### config.mk
export PLATFORM = sky130hd
export DESIGN_NAME = keccak_round_ctrl_flat
export DESIGN_NICKNAME = d
export VERILOG_FILES = /design/src/rtl/keccak_round_ctrl_pkg.sv /design/src/rtl/keccak_round_ctrl_if.sv /design/src/rtl/keccak_round_ctrl.sv /design/src/flat_wrapper.sv
export SDC_FILE = /design/constraint.sdc
export NUM_CORES = 1
export LEC_CHECK = 0
export CAP_MARGIN = 20
export CELL_PAD_IN_SITES_DETAIL_PLACEMENT = 1
export CELL_PAD_IN_SITES_GLOBAL_PLACEMENT = 2
export CORE_MARGIN = 2
export CORE_UTILIZATION = 27
export DETAILED_ROUTE_END_ITERATION = 7
export PLACE_DENSITY = 0.75
export SLEW_MARGIN = 10
export SYNTH_ARGS = -nofsm -noshare
export SYNTH_HDL_FRONTEND = slang
export SYNTH_SLANG_ARGS = --single-unit
### constraint.sdc
create_clock -name clk -period 1.85 [get_ports clk]
set_input_delay 0.185 -clock clk [delete_from_list [all_inputs] [get_ports clk]]
set_output_delay 0.185 -clock clk [all_outputs]
set_load 0.03 [all_outputs]
### src/rtl/keccak_round_ctrl_pkg.sv
// Shared parameters, state encoding and width helpers for the Keccak round sequencer.
package keccak_round_ctrl_pkg;

    localparam int KRC_NUM_SUB_ROUNDS  = 1;
    localparam int KRC_MAX_ROUND_COUNT = 24 * KRC_NUM_SUB_ROUNDS;
    localparam int KRC_PARALLEL_SLICES = 64 / KRC_NUM_SUB_ROUNDS;

    function automatic int krc_clog2(input int value);
        int result;
        int rem;
        result = 0;
        rem    = value - 1;
        for (int i = 0; i < 32; i++) begin
            if (rem > 0) begin
                result = result + 1;
                rem    = rem >> 1;
            end
        end
        return result;
    endfunction

    // The slice selector keeps one bit even when there is only a single slice group.
    function automatic int krc_sel_width(input int nsr);
        return (nsr > 1) ? krc_clog2(nsr) : 1;
    endfunction

    localparam int KRC_ROUND_COUNT_WIDTH = krc_clog2(KRC_MAX_ROUND_COUNT + 1);

    typedef enum logic [1:0] {
        KRC_IDLE  = 2'd0,
        KRC_RUN   = 2'd1,
        KRC_DRAIN = 2'd2,
        KRC_DONE  = 2'd3
    } krc_state_t;

endpackage

### src/rtl/keccak_round_ctrl_if.sv
// Handshake and datapath-control bundle between the round sequencer and its neighbours.
interface keccak_round_ctrl_if #(
    parameter int RCW = 5,
    parameter int SSW = 1
);
    logic           start;
    logic           stall;
    logic [RCW-1:0] round;
    logic           perm_en;
    logic [RCW-1:0] sub_idx;
    logic [SSW-1:0] slice_sel;
    logic           first_sub;
    logic           last_sub;
    logic           busy;
    logic           done;

    modport master (
        input  start, stall,
        output round, perm_en, sub_idx, slice_sel, first_sub, last_sub, busy, done
    );

    modport slave (
        output start, stall,
        input  round, perm_en, sub_idx, slice_sel, first_sub, last_sub, busy, done
    );
endinterface

### src/rtl/keccak_round_ctrl.sv
// Sub-round sequencer for Keccak-f[1600]: drives rc.round and issues perm_en one cycle
// later so that it lines up with the registered round constant.
module keccak_round_ctrl
    import keccak_round_ctrl_pkg::*;
#(
    parameter int NSR  = KRC_NUM_SUB_ROUNDS,
    parameter int MAXR = 24 * NSR,
    parameter int RCW  = krc_clog2(MAXR + 1),
    parameter int SSW  = krc_sel_width(NSR)
) (
    input  logic                 clk,
    input  logic                 rst,
    keccak_round_ctrl_if.master  bus
);

    localparam logic [RCW-1:0] ROUND_IDLE = RCW'(MAXR);
    localparam logic [RCW-1:0] ROUND_LAST = RCW'(MAXR - 1);

    krc_state_t     state_reg;
    krc_state_t     state_next;
    logic [RCW-1:0] round_reg;
    logic [RCW-1:0] round_next;
    logic           perm_en_reg;
    logic [RCW-1:0] sub_idx_reg;
    logic           first_sub_reg;
    logic           last_sub_reg;
    logic           issue;

    assign issue = (state_reg == KRC_RUN) && !bus.stall;

    always_comb begin
        state_next = state_reg;
        round_next = round_reg;
        case (state_reg)
            KRC_IDLE: begin
                if (bus.start) begin
                    state_next = KRC_RUN;
                    round_next = '0;
                end
            end
            KRC_RUN: begin
                // A stalled cycle keeps round, so rc re-fetches the same constant.
                if (!bus.stall) begin
                    round_next = round_reg + RCW'(1);
                    if (round_reg == ROUND_LAST) begin
                        state_next = KRC_DRAIN;
                    end
                end
            end
            KRC_DRAIN: begin
                state_next = KRC_DONE;
            end
            KRC_DONE: begin
                state_next = KRC_IDLE;
            end
            default: begin
                state_next = KRC_IDLE;
                round_next = ROUND_IDLE;
            end
        endcase
    end

    always_ff @(posedge clk) begin
        if (!rst) begin
            state_reg     <= KRC_IDLE;
            round_reg     <= ROUND_IDLE;
            perm_en_reg   <= 1'b0;
            sub_idx_reg   <= '0;
            first_sub_reg <= 1'b0;
            last_sub_reg  <= 1'b0;
        end else begin
            state_reg     <= state_next;
            round_reg     <= round_next;
            perm_en_reg   <= issue;
            first_sub_reg <= issue && (round_reg == '0);
            last_sub_reg  <= issue && (round_reg == ROUND_LAST);
            if (issue) begin
                sub_idx_reg <= round_reg;
            end
        end
    end

    assign bus.round     = round_reg;
    assign bus.perm_en   = perm_en_reg;
    assign bus.sub_idx   = sub_idx_reg;
    assign bus.first_sub = first_sub_reg;
    assign bus.last_sub  = last_sub_reg;
    assign bus.busy      = (state_reg != KRC_IDLE);
    assign bus.done      = (state_reg == KRC_DONE);

    generate
        if (NSR > 1) begin : g_slice_sel
            assign bus.slice_sel = sub_idx_reg[SSW-1:0];
        end else begin : g_single_slice
            assign bus.slice_sel = '0;
        end
    endgenerate

endmodule
### src/flat_wrapper.sv
// flat-port wrapper written by rule: the top's interface ports become plain ports
module keccak_round_ctrl_flat import keccak_round_ctrl_pkg::*;
#(
    parameter int NSR  = KRC_NUM_SUB_ROUNDS,
    parameter int MAXR = 24 * NSR,
    parameter int RCW  = krc_clog2(MAXR + 1),
    parameter int SSW  = krc_sel_width(NSR)
)
  (clk, rst, bus_start, bus_stall, bus_round, bus_perm_en, bus_sub_idx, bus_slice_sel, bus_first_sub, bus_last_sub, bus_busy, bus_done);
  keccak_round_ctrl_if #(.RCW(RCW), .SSW(SSW)) bus_i ();
  input  logic clk;
  input  logic rst;
  input wire logic [$bits(bus_i.start)-1:0] bus_start;
  input wire logic [$bits(bus_i.stall)-1:0] bus_stall;
  output wire logic [$bits(bus_i.round)-1:0] bus_round;
  output wire logic [$bits(bus_i.perm_en)-1:0] bus_perm_en;
  output wire logic [$bits(bus_i.sub_idx)-1:0] bus_sub_idx;
  output wire logic [$bits(bus_i.slice_sel)-1:0] bus_slice_sel;
  output wire logic [$bits(bus_i.first_sub)-1:0] bus_first_sub;
  output wire logic [$bits(bus_i.last_sub)-1:0] bus_last_sub;
  output wire logic [$bits(bus_i.busy)-1:0] bus_busy;
  output wire logic [$bits(bus_i.done)-1:0] bus_done;
  assign bus_i.start = bus_start;
  assign bus_i.stall = bus_stall;
  assign bus_round = bus_i.round;
  assign bus_perm_en = bus_i.perm_en;
  assign bus_sub_idx = bus_i.sub_idx;
  assign bus_slice_sel = bus_i.slice_sel;
  assign bus_first_sub = bus_i.first_sub;
  assign bus_last_sub = bus_i.last_sub;
  assign bus_busy = bus_i.busy;
  assign bus_done = bus_i.done;
  keccak_round_ctrl #(.NSR(NSR), .MAXR(MAXR), .RCW(RCW), .SSW(SSW)) u_core (.clk(clk), .rst(rst), .bus(bus_i));
endmodule
==> results.txt, run 1 <==
* Fraction of power spent switching nets: about 43%
* Core Region: 0.00273 mm2
- Together, buffers and inverters on the worst path number 1.
* Power density over cell area: approximately 1300 mW/mm2
* Flop2flop setup slack: around 0.18 ns
- The repair_antennas step left the layout with diodes totalling 0.
* Number of levels in the clock H-tree: 1
- At the end of the flow the core is filled with cells to around 37%.
- Static leakage power: 0.428 nW
- DPL Wire Length: between 1 and 1.5 mm
* Post-layout min period: roughly 1.7 ns
* Gp weighted congestion: roughly 0.79
* Hold Violations, Final: 0
* Status: finished clean
* Final std cells w/o fill: approximately 140
* Most numerous cell in the Yosys netlist: sky130_fd_sc_hd__dfxtp_1
- Registers take around 300 um2.
- The final layout contains between 100 and 150 nets.
* Proportion of synthesized flip-flops having asynchronous set or reset: 0%
- The worst-case IR drop observed on VDD is about 0.81 mV.
- The worst register-to-register path begins at u_core.state_reg[1]$_SDFFE_PN0P_.
- Die Span Y: roughly 57 um
- Most area-hungry cell type in the Yosys netlist: sky130_fd_sc_hd__dfxtp_1
- Portion of total power attributed to sequential cells: 33.4%
* Relative contribution of combinational cells to total power: a little over half
* Chain of cells forming the critical path: clkdlybuf4s50_1
- Clock tree from TritonCTS: yes
- Number of buffers inserted during clock tree synthesis: 3
* Start point of the worst hold path: u_core.bus.sub_idx[1]$_SDFFE_PN0P_
* Netlist Area Pre-Place: a little under 800 um2
- After layout, the design draws a total of 0.00134 W.
- In this run the worst setup path begins at u_core.bus.round[2]$_SDFFE_PN0P_.
- Post-CTS Setup Bufs: 0
- Final max-slew violation count: 0
* Slowest stage cell, crit path: sky130_fd_sc_hd__clkdlybuf4s50_1
- CTS Buffer Depth: 2
* Die Width: 57.5 um
- The commonest cells after synthesis are sky130_fd_sc_hd__dfxtp_1 (15), sky130_fd_sc_hd__inv_1 (11), sky130_fd_sc_hd__mux2i_1 (7), sky130_fd_sc_hd__nor2_1 (7).
- Post-Synthesis Mean Instance Area: 9.19 um2
- Primary FF master, synth: sky130_fd_sc_hd__dfxtp_1
- Vias per cell: 4.73
* Global-route wire length before repair: between 3 and 4 mm
- Power spent charging and discharging nets: 0.000581 W
- On the worst path, the slowest cell contributes a delay of 0.73 ns.
- The number of placed instances, taps included, is roughly 130.
- For this run, the top clock speed supported by timing is roughly 580 MHz.
- Clock tree synthesis selected as its root buffer the cell sky130_fd_sc_hd__clkbuf_4.
- Worst setup skew after layout: 0.00262 ns
- Footprint of the multi-input gates: roughly 400 um2
- Remaining design rule violation count: 0
* Number of optimization iterations in the first detailed-route pass: 4
- Setup repair after global routing left no endpoint under its margin.
- Count of distinct cell types in the synthesized netlist: 28
* Number of max-cap violations: 0
- DR WL/cell: roughly 13 um
* Count of yosys warnings during synthesis: 0
- Summed over all failing endpoints, the final setup total negative slack is 0 ns.
- Fraction of layout cells with a size suffix above 1: between 10% and 20%
- Number of global-route vias before repair: between 600 and 700
- Type of element capturing the critical path: primary output
- After synthesis, flip-flops and latches occupy between 30% and 40% of the total area.
- Starting DRT DRC Count: 11
- Setup violations remaining at the end of the flow were counted as 0.
- For this run, the total global-route usage over all layers was measured as a little under an eighth.
- Required time of the critical path: roughly 1.7 ns
* Clock insertion delay at the later pin of the skew report: 0.29 ns
- Final antenna-violating net count: 0
- The critical path is of the reg -> out type.
- The routed design has ~1.8 mm of wire.
- Antenna violations before repair: 0
* Clock transition time at the flip-flop clock pins of the worst setup and hold paths: 0.10 ns
- Counting flops with a built-in enable in the synthesized netlist gives 0.
- Yosys reg bits: 15
- Relative to the synthesized area, the layout overhead comes to 31.6%.
* Number of clock sinks: 15
- The final critical path takes up 92.6% of the cycle.
- Effective utilization at floorplan: around 28%
* Fraction of synthesized cell area taken by the top area cell type: about two fifths
* Die outline area: roughly 0.0033 mm2
- Proportion of power drawn by the clock network: 14.6%
* Total I/O pin count: 20
* CP Data Arrival Time: 1.53 ns
- Internal power comes to ~0.00076 W.
* Number of instances in the synthesized netlist: 84
* Synthesized net count: 94
* Count of port buffers added during placement: 18
- Ranked by total cell area, the synthesized netlist is headed by sky130_fd_sc_hd__dfxtp_1 (39%), sky130_fd_sc_hd__ha_1 (9.7%), sky130_fd_sc_hd__mux2i_1 (9.1%).
* Hold crit path type: reg -> reg
- Placement Rows: 19
- In this run the worst path has a maximum fanout of 8.
- Critical Path Source Type: flip-flop
- Maximum number of pins on one net before global-route repair: 11
* Fill cell total of the finished layout: approximately 330
* Largest delay contributor family on the critical path: buffers and inverters
* Grt ovf: 0
- Detailed-route via count: between 600 and 700
[layer usage]
layer | global-route usage (%) | share of wire, %
met2 | 19.8 | 47
met1 | 15.0 | 48
met3 | 2.72 | 4.8
met4 | 2.99 | 0
met5 | 0 | 0
[cells by family (layout without fill, tap and decap cells)]
family,Yosys count,in the layout,share of synthesized area (%)
and+or+nand+nor,24,24,16.5
AOI/OAI and AO/OA,16,16,15.9
DFF,15,15,38.9
buffers and inverters,15,37,9.40
muxes,7,7,9.08
adders and majority gates,6,6,9.72
other,1,1,0.486
[what timing repair did]
action / 4_1_cts / 5_1_grt
setup endpoints to repair: 1 / 0
gates resized for setup: 1 / 0
hold buffers: 0 / 0
[metrics by stage]
stage          cell area [um2]  setup slack (ns)  hold WS [ns]
4_1_cts                   1020             0.128         0.514
6_report                  1020             0.137         0.504
3_3_place_gp               990             0.230         0.482
3_5_place_dp               990             0.167         0.487
5_1_grt                   1020            0.0368         0.555
2_1_floorplan              772             0.236         0.388
[cell usage in the layout, fill, tap and decap left out]
cell / instances
sky130_fd_sc_hd__nor4_1: 1
sky130_fd_sc_hd__a21oi_1: 1
sky130_fd_sc_hd__inv_1: 11
sky130_fd_sc_hd__dfxtp_1: 15
sky130_fd_sc_hd__o21ai_1: 2
sky130_fd_sc_hd__clkbuf_4: 3
sky130_fd_sc_hd__and2_1: 1
sky130_fd_sc_hd__mux2i_1: 7
sky130_fd_sc_hd__nor2_1: 7
sky130_fd_sc_hd__dlygate4sd2_1: 1
sky130_fd_sc_hd__o41a_1: 2
sky130_fd_sc_hd__a211o_1: 1
sky130_fd_sc_hd__o31a_1: 1
sky130_fd_sc_hd__nand2b_1: 1
sky130_fd_sc_hd__and2b_4: 1
sky130_fd_sc_hd__nand2_1: 6
sky130_fd_sc_hd__a31o_1: 1
sky130_fd_sc_hd__o21ai_0: 3
sky130_fd_sc_hd__a2111oi_0: 3
sky130_fd_sc_hd__o311a_1: 1
sky130_fd_sc_hd__nand4b_2: 1
sky130_fd_sc_hd__buf_4: 4
sky130_fd_sc_hd__and2_4: 1
sky130_fd_sc_hd__a211oi_1: 1
sky130_fd_sc_hd__nand3_1: 4
sky130_fd_sc_hd__clkdlybuf4s50_1: 17
sky130_fd_sc_hd__clkinv_2: 1
sky130_fd_sc_hd__nor2b_1: 1
sky130_fd_sc_hd__conb_1: 1
sky130_fd_sc_hd__ha_1: 6
[worst paths after layout]
path,to,depth (start not counted)
setup / recovery,bus_round[2],1
hold / removal,u_core.bus.sub_idx[1]$_SDFFE_PN0P_,2
setup reg to reg,u_core.bus.sub_idx[4]$_SDFFE_PN0P_,6
hold reg to reg,u_core.bus.sub_idx[1]$_SDFFE_PN0P_,2
[cell type report]
class	count	share of cell area [%]
multi-input cells	54	39.3
inverters	11	4.06
clock buffers	3	2.22
flip-flops and latches	15	29.6
clock inverters	1	0.493
repair buffers	22	20.6
well taps	31	3.82
[power groups by stage]
stage	logic, W	registers, W	clock network (W)
final	0.000694	0.000446	0.000195
after global routing	0.000764	0.000458	0.000212
after CTS	0.000701	0.000450	0.000199
after detailed placement	0.000709	0.000458	0
after global placement	0.000708	0.000453	0
after floorplan	0.000422	0.000522	0
[tightest hold or removal path, cell delays in order (launching register included)]
cell and delay [ns]:
sky130_fd_sc_hd__dfxtp_1 0.34, sky130_fd_sc_hd__mux2i_1 0.06, sky130_fd_sc_hd__nor2_1 0.07
Note: power is estimated with default switching activity, not from simulation.
==> inputs of run 2 (changes only) <==
- GPL_ROUTABILITY_DRIVEN: unset -> 1
==> results of run 2 <==
Same layout as run 1: the final DEF is identical, and so are final timing and power.
==> inputs of run 3 (changes only) <==
- ABC_CLOCK_PERIOD_IN_PS: unset -> 1850
==> results of run 3 <==
Same layout as run 1: the final DEF is identical, and so are final timing and power.
